--- src/rtl/debounce_edge.sv ---
// Debounces a single-bit level already registered in the clk domain and reports
// clean rising/falling transitions plus a saturating count of aborted transitions.
module debounce_edge #(
    parameter int STABLE_CYCLES = 16,
    parameter int CNT_W         = 5,
    parameter int GLITCH_W      = 8
) (
    input  logic                clk,
    input  logic                rst_n,
    input  logic                d,
    input  logic                clr,
    output logic                q,
    output logic                rise,
    output logic                fall,
    output logic                busy,
    output logic [GLITCH_W-1:0] glitch_cnt
);

    typedef enum logic [1:0] {
        IDLE_LOW  = 2'd0,
        CHK_HIGH  = 2'd1,
        IDLE_HIGH = 2'd2,
        CHK_LOW   = 2'd3
    } state_t;

    localparam logic [CNT_W-1:0]    LAST_CNT   = CNT_W'(STABLE_CYCLES - 1);
    localparam logic [GLITCH_W-1:0] GLITCH_MAX = '1;

    state_t            state, state_nxt;
    logic [CNT_W-1:0]  cnt, cnt_nxt;
    logic              d_s;
    logic              q_nxt, rise_nxt, fall_nxt, abort;

    always_comb begin
        // NOTE: every output of this block gets a default first, so no path leaves one unassigned and no latch is inferred.
        state_nxt = state;
        cnt_nxt   = '0;
        q_nxt     = q;
        rise_nxt  = 1'b0;
        fall_nxt  = 1'b0;
        abort     = 1'b0;

        case (state)
            IDLE_LOW: begin
                if (d_s) begin
                    state_nxt = CHK_HIGH;
                    cnt_nxt   = CNT_W'(1);
                end
            end
            CHK_HIGH: begin
                if (!d_s) begin
                    state_nxt = IDLE_LOW;
                    abort     = 1'b1;
                end else if (cnt == LAST_CNT) begin
                    state_nxt = IDLE_HIGH;
                    q_nxt     = 1'b1;
                    rise_nxt  = 1'b1;
                end else begin
                    cnt_nxt = cnt + CNT_W'(1);
                end
            end
            IDLE_HIGH: begin
                if (!d_s) begin
                    state_nxt = CHK_LOW;
                    cnt_nxt   = CNT_W'(1);
                end
            end
            CHK_LOW: begin
                if (d_s) begin
                    state_nxt = IDLE_HIGH;
                    abort     = 1'b1;
                end else if (cnt == LAST_CNT) begin
                    state_nxt = IDLE_LOW;
                    q_nxt     = 1'b0;
                    fall_nxt  = 1'b1;
                end else begin
                    cnt_nxt = cnt + CNT_W'(1);
                end
            end
            default: begin
                state_nxt = IDLE_LOW;
                q_nxt     = 1'b0;
            end
        endcase
    end

    // busy is registered from the next state so it tracks the state register exactly.
    always_ff @(posedge clk) begin
        // NOTE: non-blocking assignments keep every register sampling pre-edge values, whatever the statement order.
        if (!rst_n) begin
            state      <= IDLE_LOW;
            cnt        <= '0;
            d_s        <= 1'b0;
            q          <= 1'b0;
            rise       <= 1'b0;
            fall       <= 1'b0;
            busy       <= 1'b0;
            glitch_cnt <= '0;
        end else begin
            state <= state_nxt;
            cnt   <= cnt_nxt;
            d_s   <= d;
            q     <= q_nxt;
            rise  <= rise_nxt;
            fall  <= fall_nxt;
            busy  <= (state_nxt == CHK_HIGH) || (state_nxt == CHK_LOW);
            if (clr) begin
                glitch_cnt <= '0;
            end else if (abort && (glitch_cnt != GLITCH_MAX)) begin
                glitch_cnt <= glitch_cnt + GLITCH_W'(1);
            end
        end
    end

endmodule

--- config.mk ---
export PLATFORM = sky130hd
export DESIGN_NAME = debounce_edge
export DESIGN_NICKNAME = d
export VERILOG_FILES = /design/src/rtl/debounce_edge.sv
export SDC_FILE = /design/constraint.sdc
export NUM_CORES = 1
export LEC_CHECK = 0
export ABC_AREA = 1
export BUFFER_PORTS_ARGS = -buffer_cell sky130_fd_sc_hd__buf_4
export CAP_MARGIN = 20
export CORE_MARGIN = 3
export CORE_UTILIZATION = 55
export DETAILED_ROUTE_END_ITERATION = 6
export PLACE_DENSITY = 0.91
export SLEW_MARGIN = 5
export SYNTH_ARGS = -nofsm -noshare
export SYNTH_HDL_FRONTEND = slang
export SYNTH_SLANG_ARGS = --single-unit
--- constraint.sdc ---
create_clock -name clk -period 2.8 [get_ports clk]
set_input_delay 0.84 -clock clk [delete_from_list [all_inputs] [get_ports clk]]
set_output_delay 0.84 -clock clk [all_outputs]
set_load 0.05 [all_outputs]
==> results.py, run 1 <==
metrics = {
    "status": {
        "outcome": "completed",
    },
    "logic_synthesis": {
        "synthAdderAreaFrac_pct": 2.79,
        "synth_top_area_cell": "dfxtp_1",
        "ys_top_cells_by_area": "dfxtp_1 (45%), nand2_1 (13%), nor2_1 (6.3%)",
        "muxShareOfSynthArea_pct": 0,
        "ys_warn_count": 0,
        "synth_nets": 127,
        "synthXorXnorAreaFrac_pct": 4.87,
        "synth_top_family_by_area": "simple AND/OR/NAND/NOR gates",
        "synth.yosys.seq_area_share_pct": 44.6,
        "synth_seq_cells": 20,
        "synth_cell_types": 22,
        "synthTopCellsByCount": "nand2_1 (31), dfxtp_1 (20), nor2_1 (15)",
        "ys.flop_type": "dfxtp_1",
        "syn_area_um2": 898,
        "netlist.area_leader.share_pct": 44.6,
        "synth_compound_area_share_pct": 7.38,
        "async_flop_share_pct": 0,
        "avgSynthCellArea_um2": 7.42,
        "netlist_instances": 121,
        "synth_edf_count": 0,
        "synth.most_common_cell": "nand2_1",
        "yosys.area_share.simple_pct": 34.0,
    },
    "min_path": {
        "holdCritPathClass": "flip-flop to flip-flop",
    },
    "final_layout": {
        "layout-drive-gt1-share_pct": 20.1,
        "diodes": 0,
        "design_area_um2": 1080,
        "num-nets-final": 146,
        "final.fill_count": 106,
        "ff_latch_area_um2": 400,
        "multi_input_area_um2": 440,
        "area_delta_synth_final_pct": 19.9,
    },
    "clock_tree": {
        "clk_path_buf_depth": 2,
        "post_cts_resized": 0,
        "tritoncts": "done",
        "htreeDepth": 1,
        "cts_buffers": 3,
        "cts_num_sinks": 20,
        "cts_setup_buffers": 0,
        "clk_pin_slew_ps": 120,
        "clkLatencyLatePin_ps": 310,
        "cts_root_buf": "clkbuf_4",
        "ctsHoldBuffers": 0,
    },
    "sta": {
        "finalClockSkew_ps": 8.39,
        "setup_viol": 0,
        "finalHoldViolations": 0,
        "fin_tns_setup_ps": 0,
        "period_minus_slack_ps": 1830,
        "fmax_ghz": 0.545,
        "finalCritPeriodShare_pct": 65.5,
        "tightest_slew_ps": 316,
        "final_max_slew_viol_count": 0,
        "maxSlewHeadroom_pct": 78.9,
        "rsz0062_at_grt": "no",
    },
    "setup_path": {
        "end_kind": "output port",
        "worstPathMaxFanout": 6,
        "cp.arrival_ps": 990,
        "worstSetupStartpointType": "flip-flop",
        "path_class": "flip-flop to output port",
        "critical_path.max_stage_delay_ps": 450,
        "cp_slowest_cell": "dfxtp_1",
        "crit_required_ps": 1960,
        "cp_top_family": "flip-flops",
        "worstPathCellList": "buf_4",
        "crit_buf_inv": 1,
    },
    "flow_run": {
        "cap_violations": 0,
    },
    "floorplanning": {
        "die_w_um": 46.4,
        "die_h_um": 46.4,
        "dieArea_um2": 2150,
        "io_pins": 16,
        "num_rows": 13,
        "core-area_um2": 1420,
        "start_util_pct": 63.5,
    },
    "placed_design": {
        "hpwlAfterDp_um": 1330,
        "io_buffer_count": 15,
        "place.gp.congestion": 0.820,
        "place_area_um2": 1020,
    },
    "routing": {
        "drtAntennaViolNets": 0,
        "first_pass_iters": 4,
        "remaining_drc_errors": 0,
        "wl_per_cell_um": 13.1,
        "viasPerCell": 5.54,
        "vias": 853,
        "wl_um": 2020,
        "drt_iter0_drc": 24,
    },
    "global_routing": {
        "grt_pass1_vias": 753,
        "grt_max_degree": 13,
        "grt_antenna_before_repair": 0,
        "overflow": 0,
        "grt_first_pass_wirelength_um": 3370,
        "grt_usage_pct": 22.9,
    },
    "power": {
        "power_density_nw_per_um2": 512,
        "ir_worst_vdd_mv": 0.290,
        "p_leak_uw": 0.000460,
    },
}
==> routing by layer <==
layer | share of wire [%] | global-route usage [%]
met2 | 45 | 33.8
met3 | 5.1 | 5.08
met4 | 5.4 | 18.2
met1 | 45 | 28.2
met5 | 0 | 0
==> registers in the layout, indices dropped and copies added (netlist names) <==
| name | flops |
|---|---|
| busy | 1 |
| rise | 1 |
| fall | 1 |
| cnt | 5 |
| glitch_cnt | 8 |
| d_s | 1 |
| state | 2 |
| q | 1 |
==> stage by stage <==
step           util, %  worst slack [ps]  std cells  hold slack (ps)  power (uW)
2_1_floorplan        -              1130        121              423         311
3_3_place_gp      72.4              1310        150              432         318
3_5_place_dp      72.4              1270        150              452         319
4_1_cts           76.1               980        154              471         548
5_1_grt           76.1               919        154              480         565
6_report          76.1               967        154              469         552
==> worst paths after layout <==
path | end | depth (start not counted) | startpoint | slack, ps
setup / recovery | glitch_cnt[2] | 1 | glitch_cnt[2] | 970
hold / removal | cnt[4] | 2 | cnt[4] | 470
setup reg to reg | glitch_cnt[3] | 8 | glitch_cnt[0] | 1310
hold reg to reg | cnt[4] | 2 | cnt[4] | 470
==> cells in the final DEF (no fill, tap or decap), drive strengths merged <==
| cell type | netlist | layout |
|---|---|---|
| ha | 2 | 2 |
| nor2 | 18 | 18 |
| or2 | 1 | 1 |
| a21oi | 9 | 9 |
| xor2 | 4 | 4 |
| bufinv | 0 | 1 |
| nand3 | 9 | 9 |
| inv | 14 | 14 |
| buf | 1 | 15 |
| o21a | 1 | 1 |
| xnor2 | 1 | 1 |
| dfxtp | 20 | 20 |
| nand2 | 34 | 34 |
| nand4 | 2 | 2 |
| clkbuf | 0 | 3 |
| o21ai | 2 | 2 |
| nor4 | 1 | 1 |
| nand3b | 2 | 2 |
==> power by group <==
group | internal, uW | total (uW) | leakage [uW] | switching (uW)
Combinational | 7.50 | 22.3 | 0.000270 | 14.8
Sequential | 287 | 291 | 0.000162 | 3.94
Clock | 145 | 238 | 0.0000279 | 93.2
==> kinds of logic (layout without fill, tap and decap cells) <==
| kind of cell | after synthesis | after routing |
|---|---|---|
| AND/OR/NAND/NOR | 67 | 67 |
| flip-flops | 20 | 20 |
| buffers and inverters | 15 | 33 |
| AO/OA/AOI/OAI | 12 | 12 |
| XOR/XNOR | 5 | 5 |
| adder cells (fa/ha/maj) | 2 | 2 |
==> cell type report <==
type	count	area share (%)
multi-input cells	86	40.9
flip-flops and latches	20	37.2
repair buffers	15	10.5
inverters	14	4.88
clock inverters	1	2.79
clock buffers	3	2.09
well taps	15	1.74
Note: power is estimated with default switching activity, not from simulation.
==> run 2, diff against run 1 <==
CORE_UTILIZATION = 52   (was 55)
PLACE_DENSITY = 0.87   (was 0.91)
clock period = 1.7 ns   (was 2.8 ns; I/O delays follow)
==> run 2 against run 1 <==
  * Clock skew shrank 7.5 ps
  * Die area grew 5.0%
  * First-iteration DRC count shrank 25%
  * Total power grew 42%
  * Global-route usage shrank 4.8 points
  * Non-clock buffer count is the same
  * Clock-buffer cell count grew 1
  * Critical path depth is the same
  * Critical path type unchanged
  * Largest cell class unchanged
  * Highest routed layer unchanged
==> results.py, run 2 (same netlist as run 1, synthesis figures left out) <==
metrics = {
    "final_layout": {
        "area_delta_synth_final_pct": 18.2,
        "largest-register": "glitch_cnt",
        "final_cell_mix": "nand2_1 (31), dfxtp_1 (20), nor2_1 (15), buf_4 (15), inv_1 (13)",
        "design_area_um2": 1060,
        "largest_reg_flops": 8,
        "final.fill_count": 140,
        "num-nets-final": 146,
        "reg_top3": "glitch_cnt: 8 flops, cnt: 5 flops, state: 2 flops",
        "diodes": 0,
        "final_common_cell": "nand2_1",
        "layout-drive-gt1-share_pct": 20.1,
    },
    "routing": {
        "wl_per_cell_um": 10.8,
        "first_pass_iters": 4,
        "viasPerCell": 5.18,
        "vias": 803,
        "remaining_drc_errors": 0,
        "drt_iter0_drc": 18,
        "drtAntennaViolNets": 0,
        "wl_um": 1680,
    },
    "global_routing": {
        "grt_first_pass_wirelength_um": 2830,
        "grt_max_degree": 12,
        "overflow": 0,
        "grt_antenna_before_repair": 0,
        "grt_pass1_vias": 722,
        "grt_usage_pct": 18.1,
    },
    "sta": {
        "maxSlewHeadroom_pct": 82.1,
        "fin_tns_setup_ps": 0,
        "fmax_ghz": 0.672,
        "finalHoldViolations": 0,
        "period_minus_slack_ps": 1490,
        "tightest_slew_ps": 269,
        "finalCritPeriodShare_pct": 87.6,
        "finalClockSkew_ps": 0.866,
        "setup_viol": 0,
        "final_max_slew_viol_count": 0,
        "rsz0062_at_grt": "no",
        "setup_slack_ps": 211,
        "holdWs_ps": 393,
    },
    "clock_tree": {
        "post_cts_resized": 0,
        "tritoncts": "done",
        "cts_buffers": 3,
        "cts_num_sinks": 20,
        "htreeDepth": 1,
        "clk_pin_slew_ps": 100,
        "clkLatencyLatePin_ps": 300,
        "ctsHoldBuffers": 0,
        "clk_path_buf_depth": 2,
        "cts_root_buf": "clkbuf_4",
        "cts_setup_buffers": 0,
    },
    "setup_path": {
        "worstSetupStartpointType": "flip-flop",
        "critical_path.max_stage_delay_ps": 440,
        "crit_buf_inv": 1,
        "path_class": "flip-flop to output port",
        "crit_required_ps": 1190,
        "cp.arrival_ps": 980,
        "cp_top_family": "flip-flops",
        "worstPathCellList": "buf_4",
        "end_kind": "output port",
        "worstPathMaxFanout": 6,
        "cp_slowest_cell": "dfxtp_1",
    },
    "power": {
        "p_leak_uw": 0.000453,
        "power_uw": 782,
        "power_density_nw_per_um2": 736,
        "ir_worst_vdd_mv": 0.561,
    },
    "placed_design": {
        "place.gp.congestion": 0.882,
        "hpwlAfterDp_um": 1340,
        "place_area_um2": 1030,
        "io_buffer_count": 15,
        "pre_cts_slack_ps": 300,
    },
    "flow_run": {
        "cap_violations": 0,
    },
    "floorplanning": {
        "num_rows": 14,
        "io_pins": 16,
        "start_util_pct": 57.6,
        "dieArea_um2": 2260,
        "die_h_um": 47.6,
        "die_w_um": 47.6,
        "core-area_um2": 1560,
    },
    "min_path": {
        "holdCritPathClass": "input pin to flip-flop",
    },
    "status": {
        "outcome": "completed",
    },
}
## run 2: where the power goes
part	switching, uW	total, uW	internal [uW]
Clock	137	268	131
Combinational	22.8	35.1	12.3
Sequential	5.87	479	473
Total	166	782	616
## run 2: path summary, 6_finish.rpt
check,startpoint,end,slack (ps),depth (start not counted)
setup / recovery,glitch_cnt[2],glitch_cnt[2],210,1
hold / removal,d,d_s,390,3
setup reg to reg,glitch_cnt[0],glitch_cnt[6],270,8
hold reg to reg,cnt[4],cnt[4],450,2
## run 2: stage by stage
stage / cells / util [%]
final: 155 / 68.1
after global placement: 151 / 65.8
after floorplan: 121 / -
after detailed placement: 151 / 65.8
after CTS: 155 / 68.1
after global routing: 155 / 68.1
## run 2: cell type report
type,instances,area (um2),area share (%)
flip-flops and latches,20,400,37.7
well taps,16,20.0,1.88
clock buffers,4,36.3,3.42
inverters,14,52.6,4.95
multi-input cells,86,440,41.5
repair buffers,15,113,10.6
## run 2: per-layer routing
metal	global-route usage [%]	share of wire, %
met4	10.2	1.8
met3	5.26	6.8
met1	21.1	45
met5	0	0
met2	29.7	47
## run 2: worst min-delay path: stages
cell     delay (ps)
buf_4            80
nand2_1          40
inv_1            40
==> run 3, diff against run 2 <==
BUFFER_PORTS_ARGS = -buffer_cell sky130_fd_sc_hd__buf_2   (was -buffer_cell sky130_fd_sc_hd__buf_4)
==> run 3 against run 2 <==
  * Cell count shrank 0.65%
  * Design area down 4.8%
  * Highest routed layer unchanged
  * Sequential share of layout area increased by 1.9 points
  * Setup slack worse by 58 ps
  * Clock skew about the same
  * Critical path depth unchanged
  * Maximum frequency is 3.8% lower
  * Die area is the same
==> results.py, run 3 (same netlist as run 1, synthesis figures left out) <==
metrics = {
    "global_routing": {
        "grt_antenna_before_repair": 0,
        "grt_max_degree": 11,
        "grt_usage_pct": 17.2,
        "overflow": 0,
        "grt_pass1_vias": 657,
        "grt_first_pass_wirelength_um": 2680,
    },
    "routing": {
        "met1_length_um": 755,
        "wl_met3_um": 88,
        "wl_per_cell_um": 10.9,
        "vias": 803,
        "wl_um": 1680,
        "drt_iter0_drc": 27,
        "viasPerCell": 5.21,
        "routed-wl-met2_um": 802,
        "remaining_drc_errors": 0,
        "first_pass_iters": 4,
        "drtAntennaViolNets": 0,
        "top_layer": "met4",
    },
    "sta": {
        "setup_slack_ps": 153,
        "fmax_ghz": 0.646,
        "rsz0062_at_grt": "no",
        "finalClockSkew_ps": 0.899,
        "period_minus_slack_ps": 1550,
        "setup_viol": 0,
        "finalCritPeriodShare_pct": 91.0,
        "tightest_slew_ps": 257,
        "finalHoldViolations": 0,
        "fin_tns_setup_ps": 0,
        "final_max_slew_viol_count": 0,
        "maxSlewHeadroom_pct": 82.7,
    },
    "setup_path": {
        "reg2regPathDepth": 8,
        "r2r_end": "glitch_cnt[7]",
        "cp.arrival_ps": 1040,
        "end_kind": "output port",
        "crit_start": "glitch_cnt[2]",
        "cp-endpoint": "glitch_cnt[2]",
        "regToRegStartpoint": "glitch_cnt[0]",
        "crit_required_ps": 1190,
        "r2r_slack_ps": 290,
        "cp.depth": 1,
        "cp_top_family": "flip-flops",
        "path_class": "flip-flop to output port",
        "critical_path.max_stage_delay_ps": 440,
        "cp_slowest_cell": "dfxtp_1",
        "worstPathCellList": "buf_2",
        "worstPathMaxFanout": 6,
        "crit_buf_inv": 1,
        "worstSetupStartpointType": "flip-flop",
    },
    "clock_tree": {
        "clkLatencyLatePin_ps": 290,
        "cts_buffers": 3,
        "tritoncts": "done",
        "cts_num_sinks": 20,
        "post_cts_resized": 0,
        "cts_setup_buffers": 0,
        "ctsHoldBuffers": 0,
        "clk_path_buf_depth": 2,
        "htreeDepth": 1,
        "clk_pin_slew_ps": 100,
        "cts_root_buf": "clkbuf_4",
    },
    "floorplanning": {
        "die_h_um": 47.6,
        "die_w_um": 47.6,
        "io_pins": 16,
        "core-area_um2": 1560,
        "start_util_pct": 57.6,
        "dieArea_um2": 2260,
        "num_rows": 14,
    },
    "placed_design": {
        "hpwlAfterDp_um": 1350,
        "place.gp.congestion": 0.918,
        "pre_cts_slack_ps": 309,
        "io_buffer_count": 15,
    },
    "power": {
        "ir_worst_vdd_mv": 0.536,
        "power_uw": 719,
        "p_leak_uw": 0.000445,
        "power_density_nw_per_um2": 712,
    },
    "final_layout": {
        "area_delta_synth_final_pct": 12.5,
        "reg_top3": "glitch_cnt: 8 flops, cnt: 5 flops, state: 2 flops",
        "final.fill_count": 142,
        "final_cell_mix": "nand2_1 (31), dfxtp_1 (20), nor2_1 (15), buf_2 (15), inv_1 (13)",
        "diodes": 0,
        "largest_reg_flops": 8,
        "final_common_cell": "nand2_1",
        "layout-drive-gt1-share_pct": 19.6,
        "largest-register": "glitch_cnt",
        "fin_util_pct": 64.8,
        "num-nets-final": 146,
    },
    "min_path": {
        "holdCritPathClass": "input pin to flip-flop",
    },
    "flow_run": {
        "cap_violations": 0,
    },
    "status": {
        "outcome": "completed",
    },
}
==> run 3: cell types whose count changed in the layout (fill, tap and decap cells not counted), sizes merged <==
cell    before  now
clkbuf       4    3
==> run 3: area by class of cell <==
| class | count | area [um2] | share of cell area, % |
|---|---|---|---|
| well taps | 16 | 20.0 | 1.98 |
| repair buffers | 15 | 75.1 | 7.43 |
| inverters | 14 | 52.6 | 5.20 |
| clock buffers | 3 | 22.5 | 2.23 |
| flip-flops and latches | 20 | 400 | 39.6 |
| multi-input cells | 86 | 440 | 43.6 |
==> run 3: worst min path at each step <==
| stage | from | endpoint | slack [ps] | cells after the start |
|---|---|---|---|---|
| 6_report | d | d_s | 410 | 3 |
| 5_1_grt | d | d_s | 420 | 3 |
| 4_1_cts | d | d_s | 400 | 3 |
| 3_5_place_dp | cnt[4] | cnt[4] | 450 | 2 |
| 3_3_place_gp | cnt[4] | cnt[4] | 430 | 2 |
| 2_1_floorplan | cnt[4] | cnt[4] | 420 | 2 |
==> run 3: power by group <==
group	total, uW	internal [uW]	switching (uW)	leakage [uW]
Clock	209	82.4	127	0.0000138
Sequential	478	473	5.55	0.000162
Combinational	32.0	9.56	22.4	0.000269
==> run 3: worst register-to-register path, delay by kind of cell, from the launching register on <==
kind | cells | cell delay (ps)
buf+inv | 1 | 80
simple gates | 5 | 540
compound gates | 1 | 60
fa+ha+maj | 1 | 220
flops | 1 | 400
==> run 3: layer usage <==
layer	track usage [%]	vias to the layer above
met4	9.14	0
met1	20.8	359
met5	0	-
met3	4.89	4
met2	27.5	24
li1	-	416
==> run 3: per-stage QoR <==
step / hold slack (ps) / area, um2 / instances
after floorplan: 423 / 898 / 121
after global placement: 432 / 988 / 151
after detailed placement: 446 / 988 / 151
after CTS: 400 / 1010 / 154
after global routing: 424 / 1010 / 154
final: 405 / 1010 / 154
